### src/rtl/k10_trace_ctrl.sv
// Retire/trap trace capture: filters WB retire and trap-entry events while tracing is
// running and queues them as records in a small FIFO toward a ready/valid trace sink.
module k10_trace_ctrl #(
  parameter int          DEPTH = 4,
  parameter logic [31:0] PC_LO = 32'h0000_0000,
  parameter logic [31:0] PC_HI = 32'hFFFF_FFFF
) (
  input  logic                       i_clk,
  input  logic                       i_rst,
  input  logic                       i_cfg_en,
  input  logic                       i_ret_valid,
  input  logic [31:0]                i_ret_pc,
  input  logic [31:0]                i_ret_instr,
  input  logic [4:0]                 i_ret_rd_addr,
  input  logic [31:0]                i_ret_rd_data,
  input  logic                       i_ret_rd_wr_en,
  input  logic [1:0]                 i_ret_mode,
  input  logic                       i_trap_valid,
  input  logic [31:0]                i_trap_pc,
  input  logic [31:0]                i_trap_cause,
  output logic                       o_rec_valid,
  input  logic                       i_rec_ready,
  output logic                       o_rec_kind,
  output logic [31:0]                o_rec_pc,
  output logic [31:0]                o_rec_instr,
  output logic [4:0]                 o_rec_rd,
  output logic [31:0]                o_rec_data,
  output logic [1:0]                 o_rec_mode,
  output logic [15:0]                o_drop_cnt,
  output logic [$clog2(DEPTH):0]     o_occupancy,
  output logic [1:0]                 o_state
);

  localparam int AW = $clog2(DEPTH);
  localparam int RW = 104;
  localparam logic [AW+1:0] DEPTH_W = (AW+2)'(DEPTH);
  localparam logic [AW+1:0] TWO_W   = (AW+2)'(2);

  typedef enum logic [1:0] {IDLE = 2'd0, RUN = 2'd1, DRAIN = 2'd2} state_t;

  state_t        state;
  logic [RW-1:0] mem [DEPTH];
  logic [AW-1:0] wr_ptr;
  logic [AW-1:0] rd_ptr;
  logic [AW:0]   count;
  logic [15:0]   drop_cnt;

  logic [32:0]   lo_diff;
  logic [32:0]   hi_diff;
  logic          in_win;
  logic          ret_q;
  logic          trap_q;
  logic          pop;
  logic          st_ret;
  logic          st_trap;
  logic [AW+1:0] free;
  logic [1:0]    n_push;
  logic [1:0]    n_drop;
  logic [AW:0]   count_nxt;
  logic [RW-1:0] ret_rec;
  logic [RW-1:0] trap_rec;
  logic [RW-1:0] head;

  function automatic logic [15:0] sat_add16(input logic [15:0] a, input logic [1:0] b);
    logic [16:0] s;
    s = {1'b0, a} + {15'd0, b};
    return s[16] ? 16'hFFFF : s[15:0];
  endfunction

  always_comb begin
    // 33-bit differences give an unsigned window test whose borrow bit flags out-of-range
    lo_diff   = {1'b0, i_ret_pc} - {1'b0, PC_LO};
    hi_diff   = {1'b0, PC_HI} - {1'b0, i_ret_pc};
    in_win    = ~lo_diff[32] & ~hi_diff[32];
    ret_q     = (state == RUN) & i_ret_valid & i_ret_rd_wr_en &
                (i_ret_rd_addr != 5'd0) & in_win;
    trap_q    = (state == RUN) & i_trap_valid;
    pop       = (count != '0) & i_rec_ready;
    free      = DEPTH_W - {1'b0, count} + {{(AW+1){1'b0}}, pop};
    st_ret    = ret_q & (free != '0);
    st_trap   = trap_q & (st_ret ? (free >= TWO_W) : (free != '0));
    n_push    = {1'b0, st_ret} + {1'b0, st_trap};
    n_drop    = ({1'b0, ret_q} + {1'b0, trap_q}) - n_push;
    count_nxt = count + (AW+1)'(n_push) - (AW+1)'(pop);
    ret_rec   = {1'b0, i_ret_pc, i_ret_instr, i_ret_rd_addr, i_ret_rd_data, i_ret_mode};
    trap_rec  = {1'b1, i_trap_pc, 32'd0, 5'd0, i_trap_cause, 2'd3};
    head      = (count != '0) ? mem[rd_ptr] : '0;
  end

  // Retire takes the lower slot so it drains ahead of a same-cycle trap
  always_ff @(posedge i_clk) begin
    if (st_ret) mem[wr_ptr] <= ret_rec;
    if (st_trap) mem[st_ret ? wr_ptr + AW'(1) : wr_ptr] <= trap_rec;
  end

  always_ff @(posedge i_clk) begin
    if (i_rst) begin
      state    <= IDLE;
      wr_ptr   <= '0;
      rd_ptr   <= '0;
      count    <= '0;
      drop_cnt <= '0;
    end else begin
      wr_ptr   <= wr_ptr + AW'(n_push);
      if (pop) rd_ptr <= rd_ptr + AW'(1);
      count    <= count_nxt;
      drop_cnt <= sat_add16(drop_cnt, n_drop);
      case (state)
        IDLE:    if (i_cfg_en) state <= RUN;
        RUN:     if (!i_cfg_en) state <= (count_nxt != '0) ? DRAIN : IDLE;
        DRAIN: begin
          if (i_cfg_en) state <= RUN;
          else if (count_nxt == '0) state <= IDLE;
        end
        default: state <= IDLE;
      endcase
    end
  end

  assign o_rec_valid = (count != '0);
  assign o_rec_kind  = head[103];
  assign o_rec_pc    = head[102:71];
  assign o_rec_instr = head[70:39];
  assign o_rec_rd    = head[38:34];
  assign o_rec_data  = head[33:2];
  assign o_rec_mode  = head[1:0];
  assign o_drop_cnt  = drop_cnt;
  assign o_occupancy = count;
  assign o_state     = state;

endmodule

### config.mk
export PLATFORM = sky130hd
export DESIGN_NAME = k10_trace_ctrl
export DESIGN_NICKNAME = d
export VERILOG_FILES = /design/src/rtl/k10_trace_ctrl.sv
export SDC_FILE = /design/constraint.sdc
export NUM_CORES = 1
export LEC_CHECK = 0
export CORE_MARGIN = 2
export CORE_UTILIZATION = 50
export CTS_BUF_LIST = sky130_fd_sc_hd__clkbuf_2 sky130_fd_sc_hd__clkbuf_4 sky130_fd_sc_hd__clkbuf_8
export CTS_CLUSTER_DIAMETER = 100
export DETAILED_ROUTE_END_ITERATION = 12
export MAX_ROUTING_LAYER = met4
export PLACE_DENSITY = 0.74
export SETUP_SLACK_MARGIN = 0.4
export SYNTH_ARGS = -nofsm -noshare
export SYNTH_HDL_FRONTEND = slang
export SYNTH_SLANG_ARGS = --single-unit
### constraint.sdc
create_clock -name i_clk -period 5.9 [get_ports i_clk]
set_input_delay 1.475 -clock i_clk [delete_from_list [all_inputs] [get_ports i_clk]]
set_output_delay 1.475 -clock i_clk [all_outputs]
set_load 0.005 [all_outputs]
== Word level (Yosys, flattened, before mapping) ==
Memories as Yosys holds them, arrays and structs flattened. A register that Yosys moved wholly into a read port is not among the register bits.
Cells that the tools add are included.

* Register bits: 25
* Bits in writable memories: 416
* Bits of input ports: 174
* Output and inout bits: 126
* Word-level logic and storage cells: 56
* Memories: 1

{| class="wikitable"
|+ Memory list
! memory !! words !! width !! read ports !! clocked after memory_dff !! wr ports !! RTL line !! source
|-
| mem || 4 || 104 || 1 || 1 || 2 || 42 || <nowiki>logic [RW-1:0] mem [DEPTH];</nowiki>
|}

* $add $sub $neg: 12
* Order comparisons: 1
* Equal/unequal tests: 5
* Mux-type cells: 16
* Bitwise logic cells: 9
* Reductions and logical operators: 7

{| class="wikitable"
|+ Operator list
! kind !! number
|-
| 104-bit two-way mux || 1
|-
| 32-bit by 32-bit subtractor with 33-bit output (first input constant) || 1
|-
| 16-bit by 2-bit adder with 17-bit output || 1
|-
| 16-bit two-way mux || 1
|-
| 2-bit two-way mux || 8
|-
| 1-bit bitwise AND || 8
|-
| 2-bit one-hot mux with 3 select lines || 1
|-
| 3-bit nonzero test || 2
|-
| 1-bit two-way mux || 5
|-
| 5-bit nonzero test || 1
|-
| 1-bit by 1-bit adder with 2-bit output || 2
|-
| 2-bit by 1-bit adder with 2-bit output (second input constant) || 2
|-
| 4-bit by 1-bit adder with 4-bit output || 1
|-
| 4-bit by 2-bit >= comparator with 1-bit output (second input constant) || 1
|-
| 2-bit inequality test (second input constant) || 2
|-
| 4-bit nonzero test || 1
|-
| 3-bit by 3-bit subtractor with 4-bit output (first input constant) || 1
|-
| 3-bit by 2-bit adder with 3-bit output || 1
|-
| 3-bit zero test || 1
|-
| 3-bit inequality test (second input constant) || 1
|-
| 3-bit AND reduction || 1
|-
| 3-bit by 1-bit subtractor with 3-bit output || 1
|-
| 2-bit adder || 1
|-
| 2-bit by 1-bit == test with 1-bit output (second input constant) || 1
|-
| other kinds (4) || 4
|}

== Logic depth before layout (Yosys ltp) ==
Gate-level depths: netlist (run 1).

* Word-level depth: 15
* Mapped depth: 21
* Gate-level depth less buffers: 19

== Worst setup path after synthesis (run 1) ==
Ideal clock, no wire load.

* Path type: input to register
* Start point: input i_rec_ready
* End point: memory mem[2][100], enable pin
* Arrival: 4796 ps
* Required time: 5476 ps
* Setup slack: 681 ps
* Stages on the path: 12
* Path through: nand2_1 -> ha_1 -> inv_1 -> ha_1 -> or2_2 -> a21bo_2 -> clkbuf_1 -> a211oi_2 -> o21ai_1 -> buf_2 -> buf_2 -> nand2_1

{| class="wikitable"
|+ RTL lines
! item !! RTL line !! source
|-
| start: declaration || 22 || <nowiki>input logic i_rec_ready,</nowiki>
|-
| end: declaration || 42 ||
|}

== Final worst setup path (run 1) ==
* Start point: input i_rec_ready
* End point: register drop_cnt[5] (netlist: o_drop_cnt[5])

* Cells in the longest elaborated chain, start to end: 10
* Elaborated cells on any way between the ends: 11
* Classes of those cells: add/sub (4); order compare (1); mux (2); bitwise (3); reduce/logical (1)

{| class="wikitable"
|+ Ends and longest elaborated chain
! item !! RTL line !! source
|-
| 1-bit bitwise AND * || 78 || <nowiki>pop = (count != '0) & i_rec_ready;</nowiki>
|-
| 4-bit by 1-bit adder with 4-bit output * || 79 || <nowiki>free = DEPTH_W - {1'b0, count} + {{(AW+1){1'b0}}, pop};</nowiki>
|-
| parallel branches: the longest is 4 deep, another holds 4-bit by 2-bit >= comparator with 1-bit output || n/a ||
|-
| 1-bit by 1-bit adder with 2-bit output * || 82 || <nowiki>n_push = {1'b0, st_ret} + {1'b0, st_trap};</nowiki>
|-
| 2-bit subtractor * || 83 || <nowiki>n_drop = ({1'b0, ret_q} + {1'b0, trap_q}) - n_push;</nowiki>
|-
| 16-bit by 2-bit adder with 17-bit output * || 66 || <nowiki>s = {1'b0, a} + {15'd0, b};</nowiki>
|-
| 16-bit two-way mux * || 67 || <nowiki>return s[16] ? 16'hFFFF : s[15:0];</nowiki>
|-
| end signal: assignment || 107 || <nowiki>drop_cnt <= sat_add16(drop_cnt, n_drop);</nowiki>
|-
| end: declaration || 46 || <nowiki>logic [15:0] drop_cnt;</nowiki>
|}

Every way passes the cells marked *.
A chain may end at the register's enable or synchronous reset.

==> impl_metrics.yaml, run 1 <==
timing:
  slew_violations: 0
  fin_hold_ws_ns: 0.4415
  period_needed_ns: 5.022
  setup_slack_ns: 0.8777
  setup_viol: 0
  fin_crit_sh_pct: 85.12
  final.setup.tns_ns: 0
  clock-skew-final_ns: 0.03574
  hold_viol: 0
  fmax_mhz: 199.1
  rsz0062_at_grt: "false"
  worstMarginPinSlew_ns: 1.000
  relSlewSlack_pct: 33.30
synthesis:
  ys_seq_area_share_pct: 53.67
  syn_area_um2: 21300
  synth_xor_area_share_pct: 0.8635
  synthAdderAreaFrac_pct: 1.010
  synthSimpleGateAreaFrac_pct: 12.49
  synth_compound_area_share_pct: 16.77
  synth_nets: 1980
  postSynthAreaPerCell_um2: 11.90
  ys_ff_latch: 443
  synth.distinct_cells: 47
  yosys_warnings: 0
  netlist_instances: 1790
  synth_mux_area_share_pct: 11.09
  synthFlopType: "edfxtp_1"
  synth_top_family_by_area: "compound AO/OA/AOI/OAI gates"
  synth_edf_count: 256
  async_flop_share_pct: 0
outcome:
  outcome: "finished clean"
clocking:
  cts_resized: 0
  htreeDepth: 3
  cts_tree: "yes"
  cts_root_buf: "clkbuf_8"
  postCtsSetupBuffers: 0
  hold_buffers: 0
  clock-sinks: 443
  cts-buffers-inserted: 73
  clock_path_buffers: 3
  clk_pin_slew_ns: 0.06
  clk_latency_ns: 0.64
global_route:
  grt_pass1_vias: 17495
  grtUsageTotal_pct: 29.98
  overflow: 0
  grt_max_degree: 74
  antenna_found_initial: 9
  grt_pass1_wl_mm: 98.88
critical_path:
  rr_startpoint: "o_occupancy[2]"
  criticalPathCategory: "in2reg"
  startpoint_type: "input port"
  r2r_slack_ns: 1.17
  cp-end-kind: "flip-flop"
  crit_arrival_ns: 5.54
  r2r_cells: 18
  reg2reg_to: "o_drop_cnt[5]"
  cp_max_fo: 13
  required_ns: 6.42
die:
  core_area_um2: 42040
  fp.dieH_um: 210.4
  io_pins: 300
  row_count: 75
  die_w_um: 210.4
  dieArea_um2: 44270
  initial_core_util_pct: 50.66
placement:
  postPlaceCellArea_um2: 24810
  gp_congestion: 0.8096
  place_hpwl_mm: 36.06
  post-place-ws_ns: 0.2869
  portBuffers: 299
drt:
  drcViolationCount: 0
  ant_nets: 0
  wirelength_mm: 65.38
  avgViaCountPerCell: 6.399
  first_pass_iters: 8
  drt_iter0_drc: 1808
  wl_per_cell_um: 24.87
  via_count: 16822
power:
  peakVddDrop_mv: 0.2956
  power_mw: 10.43
  p_leak_nw: 8.668
  powerDensity_nw_per_um2: 396.0
hold_path:
  hp-start: "mem[1][103]"
  hold_path_end: "mem[1][103]"
  min_delay_path_depth: 2
  min_path_type: "reg2reg"
layout:
  area_delta_synth_final_pct: 23.66
  finalInstanceArea_um2: 26340
  drive_gt1_share_pct: 14.13
  fillers: 3264
  fin_nets: 2212
run:
  maxCapViolCount: 0
## worst max-delay path by stage
| stage | start | to | slack, ns | depth (start not counted) |
|---|---|---|---|---|
| floorplan | i_rec_ready | mem[2][100] | 0.68 | 12 |
| global placement | i_rec_ready | o_drop_cnt[0] | 0.46 | 18 |
| detailed placement | i_rec_ready | o_drop_cnt[5] | 0.29 | 18 |
| CTS | i_rec_ready | o_drop_cnt[11] | 0.90 | 19 |
| global route | i_rec_ready | o_drop_cnt[0] | 0.57 | 18 |
| finish | i_rec_ready | o_drop_cnt[5] | 0.88 | 18 |
## through the flow
stage | util [%] | instances
2_1_floorplan | - | 1790
3_3_place_gp | 59.02 | 2486
3_5_place_dp | 59.02 | 2486
4_1_cts | 62.59 | 2619
5_1_grt | 62.65 | 2628
6_report | 62.65 | 2629
## power breakdown
group / internal [mW] / total, mW / switching [mW]
sequential: 3.80 / 4.05 / 0.247
clock: 1.52 / 2.79 / 1.28
combinational: 1.85 / 3.59 / 1.74
## cell type report
type	instances	area, µm²	share of cell area, %
timing repair buffer	342	3528	13.40
tap	539	674.4	2.560
antenna	10	25.02	0.09501
sequential	443	11440	43.43
clock buffer	96	1246	4.731
clock inverter	37	256.5	0.9738
multi-input combinational	1148	9117	34.62
inverter	14	52.55	0.1995
## state kept, by name (all words and copies together), names as in the netlist, named ones only
register,count
mem,416
o_drop_cnt,16
o_occupancy,3
o_state,2
rd_ptr,2
wr_ptr,2
## metal layers
layer  vias up  part of all wire (%)  wire (µm)  global-route usage (%)
li1       7341                     -          -                       -
met1      8376                    37      24480                   36.64
met2       991                    50      32470                   49.29
met3       114                    11       6963                   5.945
met4         0                   2.2       1469                   11.85
met5         -                     0          0                       -
## worst max-delay path: stages
cell and delay (ns):
clkdlybuf4s50_1 0.44, nand2_1 0.10, ha_1 0.18, inv_1 0.05
ha_1 0.18, or2_2 0.30, a21oi_1 0.25, o2bb2ai_4 0.10
ha_1 0.34, xnor2_1 0.16, ha_1 0.21, xor2_1 0.15
xnor2_1 0.26, fa_1 0.31, nand3_1 0.14, nor2_1 0.20
nand3_1 0.41, a21oi_1 0.28
## layout by cell type, fill, tap and decap left out, types with 13 or more instances in the layout
cell / n
nand3_1: 18
mux4_2: 104
clkdlybuf4s50_1: 299
clkbuf_8: 84
clkinv_1: 19
edfxtp_1: 256
xnor2_1: 14
buf_4: 26
a21oi_1: 163
dfxtp_1: 185
ha_1: 14
inv_1: 13
a32o_1: 256
nor2_1: 14
buf_12: 17
nand2_1: 328
and2_1: 168
## cells by family (layout without fill, tap and decap cells)
group / Yosys count / after routing
and+or+nand+nor: 566 / 566
DFF: 443 / 443
adders and majority gates: 16 / 16
buffers and inverters: 199 / 489
other: 0 / 10
xor gates and xnor gates: 21 / 21
AOI/OAI and AO/OA: 439 / 439
muxes: 106 / 106
## cells in the mapped netlist, drive strengths merged, types with 22 or more instances
cell	count	area [µm²]
a32o	256	2562
a21oi	163	815.8
nand2	332	1246
and2	168	1051
edfxtp	256	7687
clkbuf	91	341.6
mux4	104	2342
nand3	22	110.1
buf	94	481.7
dfxtp	187	3744
Note: power is estimated with default switching activity, not from simulation.
==> run 2: changes to the inputs <==
- ABC_AREA: not set -> 1
- PLACE_DENSITY: 0.74 -> 0.73
==> impl_metrics.yaml, run 2 <==
critical_path:
  crit_family: "simple AND/OR/NAND/NOR gates"
  cp_slowest_cell: "clkdlybuf4s50_1"
  path_buf_inv: 6
  crit_arrival_ns: 5.68
  r2r_slack_ns: 1.56
  cp_max_fo: 12
  required_ns: 6.49
  cp-end-kind: "flip-flop"
  criticalPathCategory: "in2reg"
  max_stage_delay_ns: 0.46
  path_common_cell: "inv_1"
  startpoint_type: "input port"
drt:
  avgViaCountPerCell: 5.464
  wl_per_cell_um: 18.16
  ant_nets: 0
  drcViolationCount: 0
  drt_iter0_drc: 2329
  first_pass_iters: 6
  via_count: 23623
  wirelength_mm: 78.50
synthesis:
  ys_ff_latch: 443
  synth_nets: 3633
  synth_top_area_share_pct: 31.24
  postSynthAreaPerCell_um2: 7.147
  yosys-top-cells-area: "edfxtp_1, dfxtp_1, nand2_1"
  async_flop_share_pct: 0
  synth_most_common_cell: "nand2_1"
  synth.distinct_cells: 33
  synth_edf_count: 256
  synthFlopType: "edfxtp_1"
  yosys_warnings: 0
  syn_area_um2: 24610
  netlist_instances: 3443
  ys_seq_area_share_pct: 46.45
  synthTopCellsByCount: "nand2_1, nor2_1, inv_1, o21ai_0, nand4_1"
  synth_top_area_cell: "edfxtp_1"
timing:
  setup_viol: 0
  clock-skew-final_ns: 0.02463
  slew_violations: 0
  worstMarginPinSlew_ns: 1.090
  setup_slack_ns: 0.8034
  hold_viol: 0
  period_needed_ns: 5.097
  fin_crit_sh_pct: 86.38
  rsz0062_at_grt: "true"
  relSlewSlack_pct: 27.34
  fmax_mhz: 196.2
  final.setup.tns_ns: 0
die:
  die_w_um: 225.8
  io_pins: 300
  fp.dieH_um: 225.8
  core_area_um2: 48750
  row_count: 81
  initial_core_util_pct: 50.48
  dieArea_um2: 51010
global_route:
  grt_pass1_vias: 21851
  overflow: 0
  grtUsageTotal_pct: 31.35
  antenna_found_initial: 7
  grt_pass1_wl_mm: 120.7
  grt_max_degree: 221
placement:
  placed_cells: 4186
  portBuffers: 299
  gp_congestion: 0.8628
  postPlaceCellArea_um2: 27840
  place_hpwl_mm: 42.03
  post-place-ws_ns: 0.08015
power:
  p_leak_nw: 12.91
  powerDensity_nw_per_um2: 368.4
  peakVddDrop_mv: 0.3137
clocking:
  clock-sinks: 443
  clock_path_buffers: 3
  postCtsSetupBuffers: 0
  clk_latency_ns: 0.67
  clk_pin_slew_ns: 0.05
  htreeDepth: 3
  cts_root_buf: "clkbuf_8"
  cts-buffers-inserted: 76
  cts_tree: "yes"
layout:
  finalInstanceArea_um2: 29320
  fin_nets: 3790
  multiInputGateArea_um2: 10720
  regArea_um2: 11440
  final_cells: 4323
  fillers: 4463
  drive_gt1_share_pct: 5.504
  layout_common_cells: "nand2_1, nor2_1, inv_1"
  post-route-util_pct: 60.15
  area_delta_synth_final_pct: 19.16
  largest_reg_flops: 416
  largest-register: "mem"
  final_common_cell: "nand2_1"
outcome:
  outcome: "finished clean"
hold_path:
  min_path_type: "reg2reg"
run:
  maxCapViolCount: 0
## run 2: cell count changes in the layout (fill, tap and decap cells not counted), sizes merged, moves of 11 or more
cell | before | now
mux4 | 104 | 0
o21ai | 6 | 291
clkbuf | 96 | 107
nand3 | 22 | 36
a32o | 256 | 0
and2 | 168 | 0
nand4 | 1 | 259
nand2 | 332 | 875
inv | 16 | 344
nor2 | 14 | 697
a21oi | 163 | 194
clkinv | 28 | 16
## run 2: final timing paths
check / cells past startpoint / to / from
max reg2reg: 25 / o_drop_cnt[9] / o_occupancy[2]
min: 2 / flip-flop / rd_ptr[1]
max: 26 / o_drop_cnt[9] / i_rec_ready
min reg2reg: 2 / flip-flop / rd_ptr[1]
## run 2: worst reg2reg max path: cells and delay by family (launching register included)
family,cells,cell delay (ns)
adder cells (fa/ha/maj),5,1.15
buffers and inverters,4,0.28
flip-flops,1,0.47
AND/OR/NAND/NOR,13,1.82
XOR/XNOR,3,0.57
## run 2: cells by family (layout without fill, tap and decap cells)
group | after synthesis | in the layout | synth area share [%]
AO/OA/AOI/OAI | 486 | 486 | 9.900
flip-flops | 443 | 443 | 46.45
AND/OR/NAND/NOR | 1874 | 1874 | 31.93
XOR/XNOR | 14 | 14 | 0.5288
adder cells (fa/ha/maj) | 16 | 16 | 0.8746
buffers and inverters | 610 | 819 | 10.32
other | 0 | 7 | 0
## run 2: timing repair
action / CTS / global route
setup endpoints to repair: 0 / 11
resized for setup: 0 / 1
hold buffers: 0 / 0
## run 2: where the power goes
group	internal [mW]	leakage, nW	switching [mW]
clock network	1.50	0.767	1.26
registers	3.82	3.84	0.217
logic	1.59	8.30	2.41
## run 2: metal layers
metal	vias up	track usage [%]	part of all wire, %
met4	0	14.65	3.2
met5	-	-	0
met3	171	4.918	10
met2	1286	47.91	46
met1	10717	40.96	41
li1	11449	-	-
## run 2: final cells by class
class,count,share of cell area [%]
sequential,443,39.01
multi-input combinational,2390,36.54
timing repair buffer,346,12.14
inverter,343,4.433
clock buffer,107,4.425
tap,664,2.833
clock inverter,23,0.5632
antenna,7,0.05974
## run 2: through the flow
stage / power [mW] / hold slack (ns)
2_1_floorplan: 6.289 / 0.4207
3_3_place_gp: 7.996 / 0.4326
3_5_place_dp: 8.038 / 0.4375
4_1_cts: 10.81 / 0.4521
5_1_grt: 11.43 / 0.4836
6_report: 10.80 / 0.4509
==> variant 1, RTL diff (settings of run 1) <==
Set the parameter `DEPTH` to 2 (it was 4).
--- a/src/rtl/k10_trace_ctrl.sv
+++ b/src/rtl/k10_trace_ctrl.sv
@@ -1,7 +1,7 @@
 // Retire/trap trace capture: filters WB retire and trap-entry events while tracing is
 // running and queues them as records in a small FIFO toward a ready/valid trace sink.
 module k10_trace_ctrl #(
-  parameter int          DEPTH = 4,
+  parameter int          DEPTH = 2,
   parameter logic [31:0] PC_LO = 32'h0000_0000,
   parameter logic [31:0] PC_HI = 32'hFFFF_FFFF
 ) (
Ports: changed (resized o_occupancy); port bits go from 300 to 299. The function was not compared with the original's and may differ.
==> variant 1 against run 1 <==
Final area is 40% lower; power is 45% lower; sequential cell count is 212 lower; count of clock-buffer cells in the layout is 30 lower; routed wire length is 51% lower; synthesized area is 45% lower; setup slack better by 0.044 ns; critical path type unchanged; highest routed layer unchanged; register-to-register slack better by 0.55 ns; global-route usage is 3.4 points lower; clock power is 46% lower.
==> variant 1: results (changes against run 1) <==
Pwr
  • Leakage: 0.00558 uW (-36%)
  • Peak VDD IR: 340 uV (+15%)

Yosys
  • Compound-cell area share of the yosys netlist: 4.17% (-13 points)
  • Post-synth EDFFs: 128 (-50%)
  • Register area share after synthesis: 50.7% (-2.9 points)
  • Post-Synth Adder-Cell Area: 1.59% (+0.58 points)
  • Synth Area in XOR/XNOR: 1.20% (+0.34 points)

Routing
  • Initial DRC count: 478 (-74%)
  • Final WL: 32200 um (-51%)
  • Vias post-DR: 9670 (-43%)
  • TritonRoute pass-1 iters: 4 (-4)

Min path
  • Hold Path Stages: 1 (-1)

Place
  • Placer Congestion: 0.822 (+1.5%)
  • Post-DP HPWL: 20400 um (-43%)
  • Place WS: 0.266 ns (-0.0204 ns)
  • Port Buffer Count: 298 (-0.33%)

Layout
  • Final nets: 1649 (-25%)
  • Number of flip-flops in the largest register: 208 (-50%)
  • Layout cells sized above 1: 6.97% (-7.2 points)

Global route
  • Met3 usage in global routing: 5.46% (-0.49 points)
  • Initial antenna violation count: 4 (-5)
  • Met2 track demand over resource: 44.0% (-5.3 points)
  • Met1 Use GR: 32.1% (-4.6 points)

Timing
  • Max-slew headroom: 39.2% (+5.9 points)

Setup path
  • Crit Path Max Fanout: 6 (-7)

Outcome
  • Status: completed
[variant 1: area by class of cell]
| cell class | instances | area [um2] |
|---|---|---|
| diodes | 5 | 12.5 |
| clock buffers | 66 | 802 |
| clock inverters | 7 | 33.8 |
| fillers | 1819 | 7010 |
| inverters | 76 | 285 |
| multi-input cells | 793 | 5110 |
| flip-flops and latches | 231 | 5910 |
| well taps | 313 | 392 |
| repair buffers | 320 | 3220 |
[variant 1: stage by stage]
| step | cell area (um2) | util (%) | cells | hold slack (ns) |
|---|---|---|---|---|
| global route | 15800 | 69.2 | 1810 | 0.483 |
| floorplan | 11600 | - | 1187 | 0.426 |
| CTS | 15700 | 69.1 | 1806 | 0.457 |
| global placement | 14900 | 65.5 | 1733 | 0.440 |
| detailed placement | 14900 | 65.5 | 1733 | 0.444 |
| finish | 15800 | 69.2 | 1811 | 0.455 |
[variant 1: path summary, 6_finish.rpt]
kind                       start        endpoint  slack, ns
setup reg to reg  o_occupancy[1]  o_drop_cnt[12]       1.72
setup / recovery     i_rec_ready  o_drop_cnt[12]       0.92
hold reg to reg      mem[0][103]     mem[0][103]       0.46
hold / removal       mem[0][103]     mem[0][103]       0.46
[variant 1: worst register-to-register path, cell delays in order, from the launching register on]
cell and delay, ns:
dfxtp_1 0.45, nor2_4 0.06, inv_1 0.07, nand2_1 0.09, ha_1 0.19, ha_1 0.32, and3b_1 0.25, nor2_1 0.14
and2_1 0.23, ha_1 0.26, inv_1 0.09, xnor2_1 0.08, ha_1 0.19, xnor2_1 0.13, xnor2_1 0.27, fa_1 0.29
nand4_1 0.21, or2_2 0.38, nor4_1 0.26, nor3_1 0.07
[variant 1: cells by family after synthesis]
family / count (synthesis)
multiplexers: 244
XOR/XNOR: 16
adder cells (fa/ha/maj): 13
AND/OR/NAND/NOR: 430
buffers and inverters: 163
AO/OA/AOI/OAI: 90
flip-flops: 231
[variant 1: per-layer routing]
metal,vias to the layer above,wire [um]
met5,-,0
met4,0,873
met3,74,2310
met2,369,15800
met1,4621,13200
li1,4606,-
[variant 1: report_power, final]
| part | leakage, uW | internal [uW] | switching, uW |
|---|---|---|---|
| Combinational | 0.00307 | 1020 | 939 |
| Sequential | 0.00206 | 2060 | 205 |
| Clock | 0.000449 | 857 | 642 |
[variant 1: timing repair]
| item | 4_1_cts | 5_1_grt |
|---|---|---|
| buffers inserted | 0 | 0 |
| resized for setup | 0 | 1 |
| hold endpoints to repair | 0 | 0 |
| endpoints found under the setup margin | 0 | 2 |
==> variant 2, RTL diff (flow settings as in run 1) <==
Made on the original files. Make the reset (`i_rst`) asynchronous in one clocked block.
--- a/src/rtl/k10_trace_ctrl.sv
+++ b/src/rtl/k10_trace_ctrl.sv
@@ -93,7 +93,7 @@
     if (st_trap) mem[st_ret ? wr_ptr + AW'(1) : wr_ptr] <= trap_rec;
   end
 
-  always_ff @(posedge i_clk) begin
+  always_ff @(posedge i_clk or posedge i_rst) begin
     if (i_rst) begin
       state    <= IDLE;
       wr_ptr   <= '0;
Formal check against the unedited RTL: differs if i_rst is asserted again (counterexample within 4 cycles, from zero or initial values and one cycle with i_rst high); with i_rst held inactive, the same outputs for 4 cycles.
==> variant 2 against run 1 <==
Final area increased by 0.19%; setup slack got worse by 0.11 ns; synthesized area increased by 1.0%; routed wire length increased by 2.5%; sequential cell count decreased by 2; power increased by 28%; worst hold slack got worse by 0.0013 ns.
==> variant 2: results (changes against run 1) <==
Setup path
  • Slowest-stage cell, CP: fa_1
  • R2r worst-path depth: 19 (+1)
  • Reg-to-reg critical path startpoint: o_occupancy[2]
  • CP arrival: 5.65 ns (+0.11 ns)
  • Worst setup endpoint: o_drop_cnt[6]

Layout
  • Post-route insts no fill: 2639 (+0.38%)
  • Final nets: 2208 (-0.18%)

Timing
  • Worst clock skew: 0.0481 ns (+0.0123 ns)
  • Minimum hold slack: 0.440 ns (-0.00128 ns)

Yosys
  • Async set or reset register ratio after synthesis: 5.67% (+5.7 points)
  • Synth Area in XOR/XNOR: 0.733% (-0.13 points)
  • Compound-cell area share of the yosys netlist: 16.4% (-0.39 points)
  • Register area share after synthesis: 53.5% (-0.16 points)
  • Post-Syn Nets: 1967 (-0.66%)
  • Post-Synth Adder-Cell Area: 1.00% (-0.010 points)
  • Post-Synthesis Cells: 1777 (-0.73%)
  • Post-synthesis mux area share: 10.9% (-0.16 points)

Outcome
  • Status: completed

Routing
  • Final WL: 67000 um (+2.5%)
  • Met3 wire length: 7540 um (+8.2%)
  • Vias post-DR: 16996 (+1.0%)

Pwr
  • Switching power share of the total: 35.4% (+4.1 points)
  • Peak VDD IR: 483 uV (+63%)
  • Leakage: 0.00905 uW (+4.4%)

Min path
  • WHS Endpoint: mem[0][103]

Global route
  • Gr usage total: 30.7% (+0.77 points)
  • Global-route wire length before repair: 101000 um (+2.2%)

Place
  • Placer Congestion: 0.818 (+1.0%)

Clock network
  • CTS buffer count: 74 (+1.4%)
[variant 2: cell count changes in the layout (fill, tap and decap cells not counted), sizes merged, moves of 7 or more]
| cell | change |
|---|---|
| clkinv | -12 |
| nand2 | +7 |
| diode | +8 |
| a21oi | -9 |
| clkbuf | +15 |
| nor2 | -7 |
| dfxtp | -27 |
| dfrtp | +25 |
[variant 2: cell type report]
cell class	count	area (um2)
fillers	3358	16400
clock buffers	111	1360
inverters	17	66.3
well taps	546	683
clock inverters	22	133
repair buffers	348	3540
flip-flops and latches	441	11500
diodes	18	45.0
multi-input cells	1136	9040
[variant 2: routing by layer]
metal	track usage [%]	up-vias
li1	-	7318
met3	7.05	148
met4	12.7	0
met5	-	-
met2	48.2	1112
met1	38.7	8418
[variant 2: power groups by stage]
stage,Sequential (uW),Combinational [uW],Clock [uW]
6_report,4810,5830,2760
4_1_cts,4810,5820,2790
5_1_grt,4910,6220,2930
2_1_floorplan,4580,3510,0
3_5_place_dp,4870,5790,0
3_3_place_gp,4810,5720,0
